$ cat src/rtl/fifo_stream_reader.sv
// fifo_stream_reader: drains a synchronous FIFO with one-cycle read latency
// and presents the words as a valid/ready stream with a periodic last marker.
//
// Handshake: a beat transfers on a rising clk edge where m_valid && m_ready;
// m_valid is raised without waiting for m_ready, and once raised, m_valid,
// m_data and m_last hold until that transfer happens (reset excepted).
module fifo_stream_reader #(
  parameter int DATA_W    = 32,
  parameter int BURST_LEN = 8,
  parameter int CNT_W     = 8
) (
  input  logic              clk,
  input  logic              rst,
  input  logic              en,
  input  logic              fifo_empty,
  output logic              fifo_re,
  input  logic [DATA_W-1:0] fifo_rd_data,
  output logic              m_valid,
  input  logic              m_ready,
  output logic [DATA_W-1:0] m_data,
  output logic              m_last,
  output logic [CNT_W-1:0]  burst_cnt
);

  localparam logic [CNT_W-1:0] LAST_CNT = CNT_W'(BURST_LEN - 1);

  // Two-entry output buffer: head drives m_data, tail is the spare slot that
  // absorbs the word already in flight when the consumer stalls.
  logic [DATA_W-1:0] head_q, head_d;
  logic [DATA_W-1:0] tail_q, tail_d;
  logic [1:0]        occ_q, occ_d;
  logic              inflight_q, inflight_d;
  logic [CNT_W-1:0]  cnt_q, cnt_d;

  logic              pop;
  logic              re;
  logic [2:0]        credit;

  // Read credit: words the buffer will hold after this edge, before any new issue.
  always_comb begin
    pop    = (occ_q != 2'd0) && m_ready;
    credit = {1'b0, occ_q} + {2'b00, inflight_q} - {2'b00, pop};
    re     = !rst && en && !fifo_empty && (credit <= 3'd1);
  end

  // Next-state for the buffer, in-flight flag and burst counter.
  always_comb begin
    head_d     = head_q;
    tail_d     = tail_q;
    occ_d      = occ_q;
    inflight_d = re;
    cnt_d      = cnt_q;
    case ({inflight_q, pop})
      2'b10: begin
        if (occ_q == 2'd0) head_d = fifo_rd_data;
        else               tail_d = fifo_rd_data;
        occ_d = occ_q + 2'd1;
      end
      2'b01: begin
        if (occ_q == 2'd2) head_d = tail_q;
        occ_d = occ_q - 2'd1;
      end
      2'b11: begin
        // Pop and capture together: occupancy unchanged, queue shifts by one.
        if (occ_q == 2'd2) begin
          head_d = tail_q;
          tail_d = fifo_rd_data;
        end else begin
          head_d = fifo_rd_data;
        end
      end
      default: ;
    endcase
    if (pop) begin
      cnt_d = (cnt_q == LAST_CNT) ? '0 : cnt_q + CNT_W'(1);
    end
  end

  // State registers; reset discards buffered and in-flight words.
  always_ff @(posedge clk) begin
    if (rst) begin
      head_q     <= '0;
      tail_q     <= '0;
      occ_q      <= 2'd0;
      inflight_q <= 1'b0;
      cnt_q      <= '0;
    end else begin
      head_q     <= head_d;
      tail_q     <= tail_d;
      occ_q      <= occ_d;
      inflight_q <= inflight_d;
      cnt_q      <= cnt_d;
    end
  end

  // Output mapping.
  always_comb begin
    fifo_re   = re;
    m_valid   = (occ_q != 2'd0);
    m_data    = head_q;
    m_last    = (occ_q != 2'd0) && (cnt_q == LAST_CNT);
    burst_cnt = cnt_q;
  end

endmodule

$ cat config.mk
export PLATFORM = sky130hd
export DESIGN_NAME = fifo_stream_reader
export DESIGN_NICKNAME = d
export VERILOG_FILES = /design/src/rtl/fifo_stream_reader.sv
export SDC_FILE = /design/constraint.sdc
export NUM_CORES = 1
export LEC_CHECK = 0
export BUFFER_PORTS_ARGS = -buffer_cell sky130_fd_sc_hd__buf_2
export CORE_UTILIZATION = 40
export DETAILED_ROUTE_END_ITERATION = 8
export GPL_TIMING_DRIVEN = 0
export HOLD_SLACK_MARGIN = 0.1
export PLACE_DENSITY = 0.72
export SYNTH_ARGS = -nofsm -noshare
export SYNTH_HDL_FRONTEND = slang
export SYNTH_SLANG_ARGS = --single-unit
$ cat constraint.sdc
create_clock -name clk -period 2.9 [get_ports clk]
set_input_delay 0.87 -clock clk [delete_from_list [all_inputs] [get_ports clk]]
set_output_delay 0.87 -clock clk [all_outputs]
set_load 0.01 [all_outputs]
After elaboration in Yosys (flattened, before gate mapping)
Index checks and enable logic that the tools add are counted.
- reductions and logical operators: 14
- add/sub/neg operators: 5
- $lt $le $gt $ge: 1
- muxes and demuxes: 9
- equality and inequality tests: 9
- operator list (operator ; number):
    32-bit two-way mux ; 5
    32-bit one-hot mux with 3 select lines ; 1
    32-bit one-hot mux with 2 select lines ; 1
    8-bit by 1-bit adder with 8-bit output, second input constant ; 1
    8-bit by 3-bit equality test with 1-bit output, second input constant ; 1
    8-bit two-way mux ; 1
    2-bit != test, second input constant ; 4
    2-bit equality test, second input constant ; 3
    3-bit AND reduction ; 2
    2-bit nonzero test ; 3
    1-bit logical AND ; 5
    2-bit one-hot mux with 2 select lines ; 1
    2-bit by 1-bit adder with 3-bit output ; 1
    3-bit by 1-bit less-or-equal comparator with 1-bit output, second input constant ; 1
    3-bit nonzero test ; 1
    3-bit by 1-bit subtractor with 3-bit output ; 1
    2-bit by 1-bit adder with 2-bit output, second input constant ; 1
    2-bit by 1-bit equality test with 1-bit output, second input constant ; 1
    1-bit zero test ; 2
    2-bit zero test ; 1
    2-bit by 1-bit subtractor with 2-bit output, second input constant ; 1
- output and inout port bits: 43
- register bits after elaboration: 75
- logic and storage cells: 43
- input port bits: 37

Logic depth before layout (Yosys ltp)
Gate-level depths: netlist of run 1.
- depth after elaboration: 5
- depth in mapped cells: 12
- depth with buffers taken out: 9

Worst setup path after synthesis of run 1
Ideal clock, no wire load.
- path type: input to output
- start: input port m_ready
- end: output port fifo_re
- stages on the path: 7
- required time: 2.030 ns
- arrival time: 2.450 ns
- setup slack: -0.420 ns
- path buffers: 0
- cells stage by stage: nand2_1 > ha_1 > ha_1 > inv_1 > fa_1 > nand2_1 > nor4_1
- cells in the longest elaborated chain, start to end: 4
- ends and longest elaborated chain (item ; RTL line ; RTL):
    start, declared ; 19 ; input logic m_ready,
    1-bit logical AND ; 41 ; pop = (occ_q != 2'd0) && m_ready;
    3-bit by 1-bit subtractor with 3-bit output ; 42 ; credit = {1'b0, occ_q} + {2'b00, inflight_q} - {2'b00, pop};
    3-bit by 1-bit less-or-equal comparator with 1-bit output ; 43 ; re = !rst && en && !fifo_empty && (credit <= 3'd1);
    1-bit logical AND ; 43 ;
    end, declared ; 16 ; output logic fifo_re,
Every way passes these cells.

Worst setup path in the final report of run 1
Same ends and word-level chain as after synthesis.

==> results of run 1 <==
## power by group through the flow
stage / Sequential, mW / Clock [mW] / Combinational [mW]
2_1_floorplan: 1.52 / 0 / 1.19
3_3_place_gp: 1.42 / 0 / 1.74
3_5_place_dp: 1.43 / 0 / 1.80
4_1_cts: 1.41 / 0.844 / 1.87
5_1_grt: 1.44 / 0.889 / 2.07
6_report: 1.41 / 0.835 / 1.91
## final timing paths
check | endpoint | cells after the start | from
setup / recovery | fifo_re | 9 | m_ready
hold / removal | tail_q[10] | 2 | tail_q[10]
setup reg to reg | m_data[27] | 11 | occ_q[0]
hold reg to reg | tail_q[10] | 2 | tail_q[10]
## synthesized netlist by cell type
library cell / number
sky130_fd_sc_hd__nand3b_1: 1
sky130_fd_sc_hd__ha_1: 7
sky130_fd_sc_hd__nand2b_1: 2
sky130_fd_sc_hd__a211oi_1: 1
sky130_fd_sc_hd__clkbuf_2: 1
sky130_fd_sc_hd__mux2_2: 2
sky130_fd_sc_hd__inv_1: 5
sky130_fd_sc_hd__fa_1: 1
sky130_fd_sc_hd__a21oi_1: 33
sky130_fd_sc_hd__nand2_1: 74
sky130_fd_sc_hd__nor3_1: 2
sky130_fd_sc_hd__o21bai_1: 1
sky130_fd_sc_hd__a211oi_2: 1
sky130_fd_sc_hd__nor3b_1: 1
sky130_fd_sc_hd__dfxtp_1: 75
sky130_fd_sc_hd__mux2_4: 1
sky130_fd_sc_hd__nor4_1: 2
sky130_fd_sc_hd__nand4_1: 4
sky130_fd_sc_hd__nor2_1: 47
sky130_fd_sc_hd__a211o_1: 1
sky130_fd_sc_hd__a221oi_2: 30
sky130_fd_sc_hd__a311oi_1: 2
sky130_fd_sc_hd__xor2_1: 4
sky130_fd_sc_hd__o21bai_2: 1
sky130_fd_sc_hd__a32oi_1: 30
sky130_fd_sc_hd__buf_6: 5
sky130_fd_sc_hd__buf_2: 9
sky130_fd_sc_hd__inv_2: 1
sky130_fd_sc_hd__xnor2_1: 6
sky130_fd_sc_hd__clkbuf_1: 17
sky130_fd_sc_hd__a22oi_1: 2
sky130_fd_sc_hd__or2_4: 1
sky130_fd_sc_hd__or2_2: 1
sky130_fd_sc_hd__o211ai_1: 1
sky130_fd_sc_hd__nor4b_1: 1
sky130_fd_sc_hd__buf_4: 3
## sequential cells by signal (all words and copies together), names as in the netlist
| signal | count |
|---|---|
| occ_q | 2 |
| m_data | 32 |
| burst_cnt | 8 |
| tail_q | 32 |
| inflight_q | 1 |
## critical path, stage by stage
cell                      delay [ps]
sky130_fd_sc_hd__buf_8            80
sky130_fd_sc_hd__nand2_4          70
sky130_fd_sc_hd__ha_4            280
sky130_fd_sc_hd__ha_4            120
sky130_fd_sc_hd__inv_2            30
sky130_fd_sc_hd__fa_1            510
sky130_fd_sc_hd__nand2_2          80
sky130_fd_sc_hd__nor4_4          190
sky130_fd_sc_hd__buf_2           160
## metrics by stage
stage	power, mW	util [%]	setup WS [ps]	TNS [ps]	instances
floorplan	2.70	-	-184	-184	376
global placement	3.16	48.5	-486	-486	559
detailed placement	3.23	48.5	-524	-524	559
CTS	4.13	52.1	-403	-403	581
global route	4.40	52.6	-403	-403	586
finish	4.16	52.6	-359	-359	586
## layer usage
metal  GRT usage [%]  vias to the layer above  wire [um]
met2            34.6                       94       4680
met5               0                        -          0
met4            8.71                        0        139
li1                -                     1561          -
met1            26.2                     1594       4010
met3            6.38                       11        579
## kinds of logic after synthesis
| group | count (synthesis) | share of synthesized area [%] |
|---|---|---|
| adders and majority gates | 8 | 3.10 |
| buffers and inverters | 41 | 6.20 |
| AOI/OAI and AO/OA | 103 | 27.9 |
| xor gates and xnor gates | 10 | 2.53 |
| and+or+nand+nor | 136 | 15.9 |
| DFF | 75 | 43.3 |
| muxes | 3 | 1.08 |
## cells in the final DEF, fill, tap and decap left out, types with 3 or more instances in the layout
cell type	Yosys	final
sky130_fd_sc_hd__xnor2_1	6	6
sky130_fd_sc_hd__nor2_1	47	46
sky130_fd_sc_hd__dfxtp_1	75	73
sky130_fd_sc_hd__a21oi_1	33	33
sky130_fd_sc_hd__nand2_1	74	72
sky130_fd_sc_hd__a32oi_1	30	30
sky130_fd_sc_hd__buf_4	3	14
sky130_fd_sc_hd__buf_2	9	86
sky130_fd_sc_hd__ha_4	0	3
sky130_fd_sc_hd__a221oi_2	30	30
sky130_fd_sc_hd__clkbuf_8	0	11
sky130_fd_sc_hd__buf_6	5	5
sky130_fd_sc_hd__clkbuf_1	17	18
sky130_fd_sc_hd__inv_1	5	3
sky130_fd_sc_hd__xor2_1	4	4
sky130_fd_sc_hd__ha_1	7	4
sky130_fd_sc_hd__nand4_1	4	4
## final cells by class
type                       count  area (um^2)  area share (%)
buffer                        35          193            4.42
clock buffer                  12          155            3.56
clock inverter                 4         48.8            1.12
inverter                       6         25.0           0.574
multi-input combinational    260         1820            41.8
sequential                    75         1500            34.5
tap                          105          131            3.01
timing repair buffer          89          483            11.1
## timing repair
| item | CTS | global route |
|---|---|---|
| setup endpoints to repair | 1 | 1 |
| pin swaps | 5 | 3 |
| resized for setup | 13 | 1 |
| setup buffers | 6 | 5 |
==> PnR_summary.wiki, run 1 <==
{| class="wikitable"
! Metric !! Value
|-
| Run status || finished with violations
|-
| Failing checks || setup timing
|-
| Final WL || 9400 um
|-
| Post-route cell area || 4360 um^2
|-
| Setup repair after global routing missed its margin || true
|-
| Global-route wire length before repair || 14800 um
|-
| Initial core utilization || 41.8%
|-
| Startpoint kind of the worst setup timing path || primary input
|-
| Port Buffers || 78
|-
| Part of the Yosys area used for sequential elements || 43.3%
|-
| Avg Vias per Cell || 5.56
|-
| Required time reported for the critical path endpoint || 2030 ps
|-
| Detail Route Antenna Nets || 0
|-
| Diodes inserted || 0
|-
| Share of cells above drive strength 1 || 35.6%
|-
| Filler cell count in the final layout || 777
|-
| Ratio of total power to cell area || 953 nW/um^2
|-
| Crit path time final || 3260 ps
|-
| Actual slew at the worst max-slew pin || 757 ps
|-
| Setup Crit Path Kind || in2out
|-
| Global route overflow || 0
|-
| Count of pins on the block boundary || 80
|-
| Average wire per standard cell || 16.0 um
|-
| Post-DP Area || 4030 um^2
|-
| Arrival @ worst endpoint || 2390 ps
|-
| Hold_ws || 456 ps
|-
| Width of the die || 95.1 um
|-
| Number of detailed-route iterations in the first pass || 4
|-
| Combined area of all synthesized cells || 3470 um^2
|-
| Fmax || 0.307 GHz
|-
| H-tree lvl count || 3
|-
| HPWL after DPL || 6490 um
|-
| Via count || 3260
|-
| Total global routing track utilization || 21.3%
|-
| Number of global-route vias before repair || 3183
|-
| Final weighted congestion in routability-driven placement || 0.774
|-
| P&R area growth vs syn || 25.8%
|-
| Clock Path Buffers || 2
|-
| TritonCTS buffer count || 9
|-
| Clock insertion delay at the later pin of the skew report || 350 ps
|-
| Worst slew margin || 49.5%
|-
| Total Die Area || 9050 um^2
|-
| Setup clock skew after layout || 8.82 ps
|-
| TritonCTS clock tree || yes
|-
| Drt initial violations || 105
|-
| Antenna violations before repair || 0
|-
| Hold/Removal Path Class || reg2reg
|-
| Total clock sinks || 75
|-
| Number of maximum-capacitance constraint violations || 0
|-
| Count of standard-cell rows || 33
|-
| Number of buffers inserted for hold repair after clock tree synthesis || 0
|-
| Clock-pin transition on the worst setup and hold timing paths || 70 ps
|-
| Clk network pwr share || 20.1%
|-
| Remaining design rule violation count || 0
|-
| Number of synthesized register bits || 75
|-
| Number of hold violations in the final report || 0
|-
| Synthesized area per cell || 9.22 um^2
|-
| Setup ws final || -359 ps
|-
| Root buffer cell || sky130_fd_sc_hd__clkbuf_8
|-
| Maximum vdd ir drop || 0.000537 V
|-
| Reg-to-reg setup timing slack || 420 ps
|-
| Crit Path Max Fanout || 3
|-
| Final max-slew violation count || 0
|-
| Seq pwr share || 33.9%
|-
| Leakage power figure || 1.69 nW
|-
| Share of the synthesized area in the top cell type || 43.3%
|-
| Part of the total power dissipated in combinational logic || 46.0%
|-
| Count of cell types in the netlist || 36
|-
| Maximum number of pins on one net before global-route repair || 13
|-
| Biggest area contributors in the synthesized netlist || sky130_fd_sc_hd__dfxtp_1 (43%), sky130_fd_sc_hd__a221oi_2 (13%), sky130_fd_sc_hd__nand2_1 (8.0%)
|-
| Cell taking the most area after synthesis || sky130_fd_sc_hd__dfxtp_1
|-
| Core Area || 8300 um^2
|-
| Synthesized instance count || 376
|-
| Internal power summed over all cells || 2.53 mW
|-
| Sw frac || 39.1%
|-
| Final net count || 521
|-
| Total of endpoints with negative setup slack in the final report || 1
|-
| Critical Path Sink Type || output port
|-
| Ratio of final minimum period to clock period || 112%
|-
| Syn_nets || 421
|-
| Floorplan die height || 95.1 um
|-
| Number of warnings reported in the yosys synthesis log || 0
|-
| Net Sw Power || 1.63 mW
|}
Power figures use the tool's default switching activity.
==> run 2, diff against run 1 <==
Settings changed: CORE_MARGIN from default to 2, CTS_CLUSTER_SIZE from default to 16, PLACE_DENSITY 0.72 to 0.69.
Clock period 2.9 ns to 4.1 ns, I/O delays scaled along.
==> run 2 against run 1 <==
The run now ends clean. Via count shrank 3.3%. Clock skew is 1.6 ps lower. First-iteration DRC count rose by 60%. Flip-flop and latch count unchanged. Final cell count decreased by 1.4%. Largest power group unchanged. Count of clock-buffer cells in the layout stayed put.
==> PnR_summary.wiki, run 2 (synthesis results as in run 1) <==
{| class="wikitable"
! Metric !! Value
|-
| HPWL after DPL || 6340 um
|-
| Initial core utilization || 41.8%
|-
| Final max-slew violation count || 0
|-
| Number of global-route vias before repair || 2963
|-
| Crit path time final || 4080 ps
|-
| Final net count || 513
|-
| Count of pins on the block boundary || 80
|-
| Sw frac || 38.3%
|-
| TritonCTS clock tree || yes
|-
| Diodes inserted || 0
|-
| Final weighted congestion in routability-driven placement || 0.798
|-
| Global route overflow || 0
|-
| Number of detailed-route iterations in the first pass || 4
|-
| TritonCTS buffer count || 9
|-
| Final WL || 8990 um
|-
| Width of the die || 97.1 um
|-
| Post-route cell area || 4290 um^2
|-
| Share of cells above drive strength 1 || 33.2%
|-
| FF/Latch Area || 1500 um^2
|-
| Total Die Area || 9430 um^2
|-
| Core Area || 8300 um^2
|-
| Ratio of total power to cell area || 677 nW/um^2
|-
| Clock-pin transition on the worst setup and hold timing paths || 80 ps
|-
| Total global routing track utilization || 19.0%
|-
| Antenna violations before repair || 0
|-
| Net Sw Power || 1.11 mW
|-
| Number of buffers inserted for hold repair after clock tree synthesis || 0
|-
| Setup clock skew after layout || 7.23 ps
|-
| Ratio of final minimum period to clock period || 99.5%
|-
| Floorplan die height || 97.1 um
|-
| Hold/Removal Path Class || reg2reg
|-
| Startpoint kind of the worst setup timing path || primary input
|-
| Number of maximum-capacitance constraint violations || 0
|-
| Crit Path Max Fanout || 5
|-
| Clock Path Buffers || 2
|-
| Run status || complete, no violations
|-
| Leakage power figure || 1.64 nW
|-
| Maximum number of pins on one net before global-route repair || 13
|-
| Critical Path Sink Type || output port
|-
| Count of standard-cell rows || 33
|-
| Drt initial violations || 168
|-
| Worst slew margin || 48.0%
|-
| Post-DP Area || 3990 um^2
|-
| Clk network pwr share || 21.8%
|-
| Avg Vias per Cell || 5.46
|-
| Global-route wire length before repair || 14800 um
|-
| Setup repair after global routing missed its margin || true
|-
| Clock insertion delay at the later pin of the skew report || 350 ps
|-
| Internal power summed over all cells || 1.79 mW
|-
| Maximum vdd ir drop || 0.000279 V
|-
| H-tree lvl count || 3
|-
| Hold_ws || 456 ps
|-
| Number of hold violations in the final report || 0
|-
| Seq pwr share || 34.2%
|-
| Average wire per standard cell || 15.6 um
|-
| Via count || 3154
|-
| Detail Route Antenna Nets || 0
|-
| Part of the total power dissipated in combinational logic || 44.1%
|-
| Actual slew at the worst max-slew pin || 780 ps
|-
| Required time reported for the critical path endpoint || 2870 ps
|-
| Overall power of the completed layout || 2.90 mW
|-
| Total clock sinks || 75
|-
| Area of the multi-input gates || 1800 um^2
|-
| P&R area growth vs syn || 23.6%
|-
| Setup Crit Path Kind || in2out
|-
| Filler cell count in the final layout || 780
|-
| Arrival @ worst endpoint || 2850 ps
|-
| Commonest non-fill, non-tap cells in the layout || sky130_fd_sc_hd__buf_2 (86), sky130_fd_sc_hd__dfxtp_1 (75), sky130_fd_sc_hd__nand2_1 (73)
|-
| Fmax || 0.245 GHz
|-
| Remaining design rule violation count || 0
|-
| Root buffer cell || sky130_fd_sc_hd__clkbuf_8
|-
| Most common cell after layout, fill and taps aside || sky130_fd_sc_hd__buf_2
|-
| Total of endpoints with negative setup slack in the final report || 0
|-
| Port Buffers || 78
|}
==> run 2: changes by cell type in the layout (fill, tap and decap cells not counted), sizes merged <==
cell    previous run  this run
buf              106        98
clkinv             3         2
bufinv             1         2
==> run 2: critical path, stage by stage <==
cell	delay, ps
sky130_fd_sc_hd__buf_8	90
sky130_fd_sc_hd__nand2_8	50
sky130_fd_sc_hd__ha_4	280
sky130_fd_sc_hd__ha_4	120
sky130_fd_sc_hd__inv_2	30
sky130_fd_sc_hd__fa_1	560
sky130_fd_sc_hd__nand2_1	70
sky130_fd_sc_hd__nor4_1	240
sky130_fd_sc_hd__buf_2	170
==> run 2: metrics by stage <==
step	instances	setup WS, ps	util, %	TNS, ps
after floorplan	376	60.4	-	0
after global placement	559	-118	48.1	-118
after CTS	576	0.0593	51.0	0
after global routing	578	-43.4	51.7	-43.4
after detailed placement	559	-141	48.1	-141
final	578	22.3	51.7	0
==> run 2: path summary, 6_finish.rpt <==
check / start / endpoint / slack, ps / cells after the start
worst max-delay path: m_ready / fifo_re / 20 / 9
worst min-delay path: tail_q[17] / tail_q[17] / 460 / 2
worst max register to register: occ_q[0] / m_data[7] / 1470 / 11
worst min register to register: tail_q[17] / tail_q[17] / 460 / 2
==> run 2: final cells by class <==
| type | count | area share, % |
|---|---|---|
| buffer | 35 | 4.49 |
| clock inverter | 4 | 1.72 |
| tap | 105 | 3.06 |
| clock buffer | 12 | 3.38 |
| inverter | 6 | 0.525 |
| multi-input combinational | 260 | 41.9 |
| timing repair buffer | 81 | 9.86 |
| sequential | 75 | 35.0 |
==> run 2: power by group through the flow <==
stage | clock network [mW] | registers (mW) | logic [mW]
6_report | 0.632 | 0.991 | 1.28
4_1_cts | 0.642 | 0.993 | 1.26
5_1_grt | 0.674 | 1.01 | 1.40
3_5_place_dp | 0 | 1.01 | 1.24
2_1_floorplan | 0 | 1.07 | 0.816
3_3_place_gp | 0 | 1.00 | 1.21
==> run 2: what timing repair did <==
item | CTS | global route
resized for setup | 3 | 9
pin swaps | 1 | 4
buffers inserted | 1 | 2
setup endpoints to repair | 1 | 1
==> run 2: metal layers <==
layer | track usage (%) | up-vias | share of wire (%)
li1 | - | 1552 | -
met1 | 26.1 | 1481 | 45
met2 | 30.1 | 111 | 48
met3 | 5.18 | 10 | 6.8
met4 | 4.12 | 0 | 0.97
met5 | 0 | - | 0
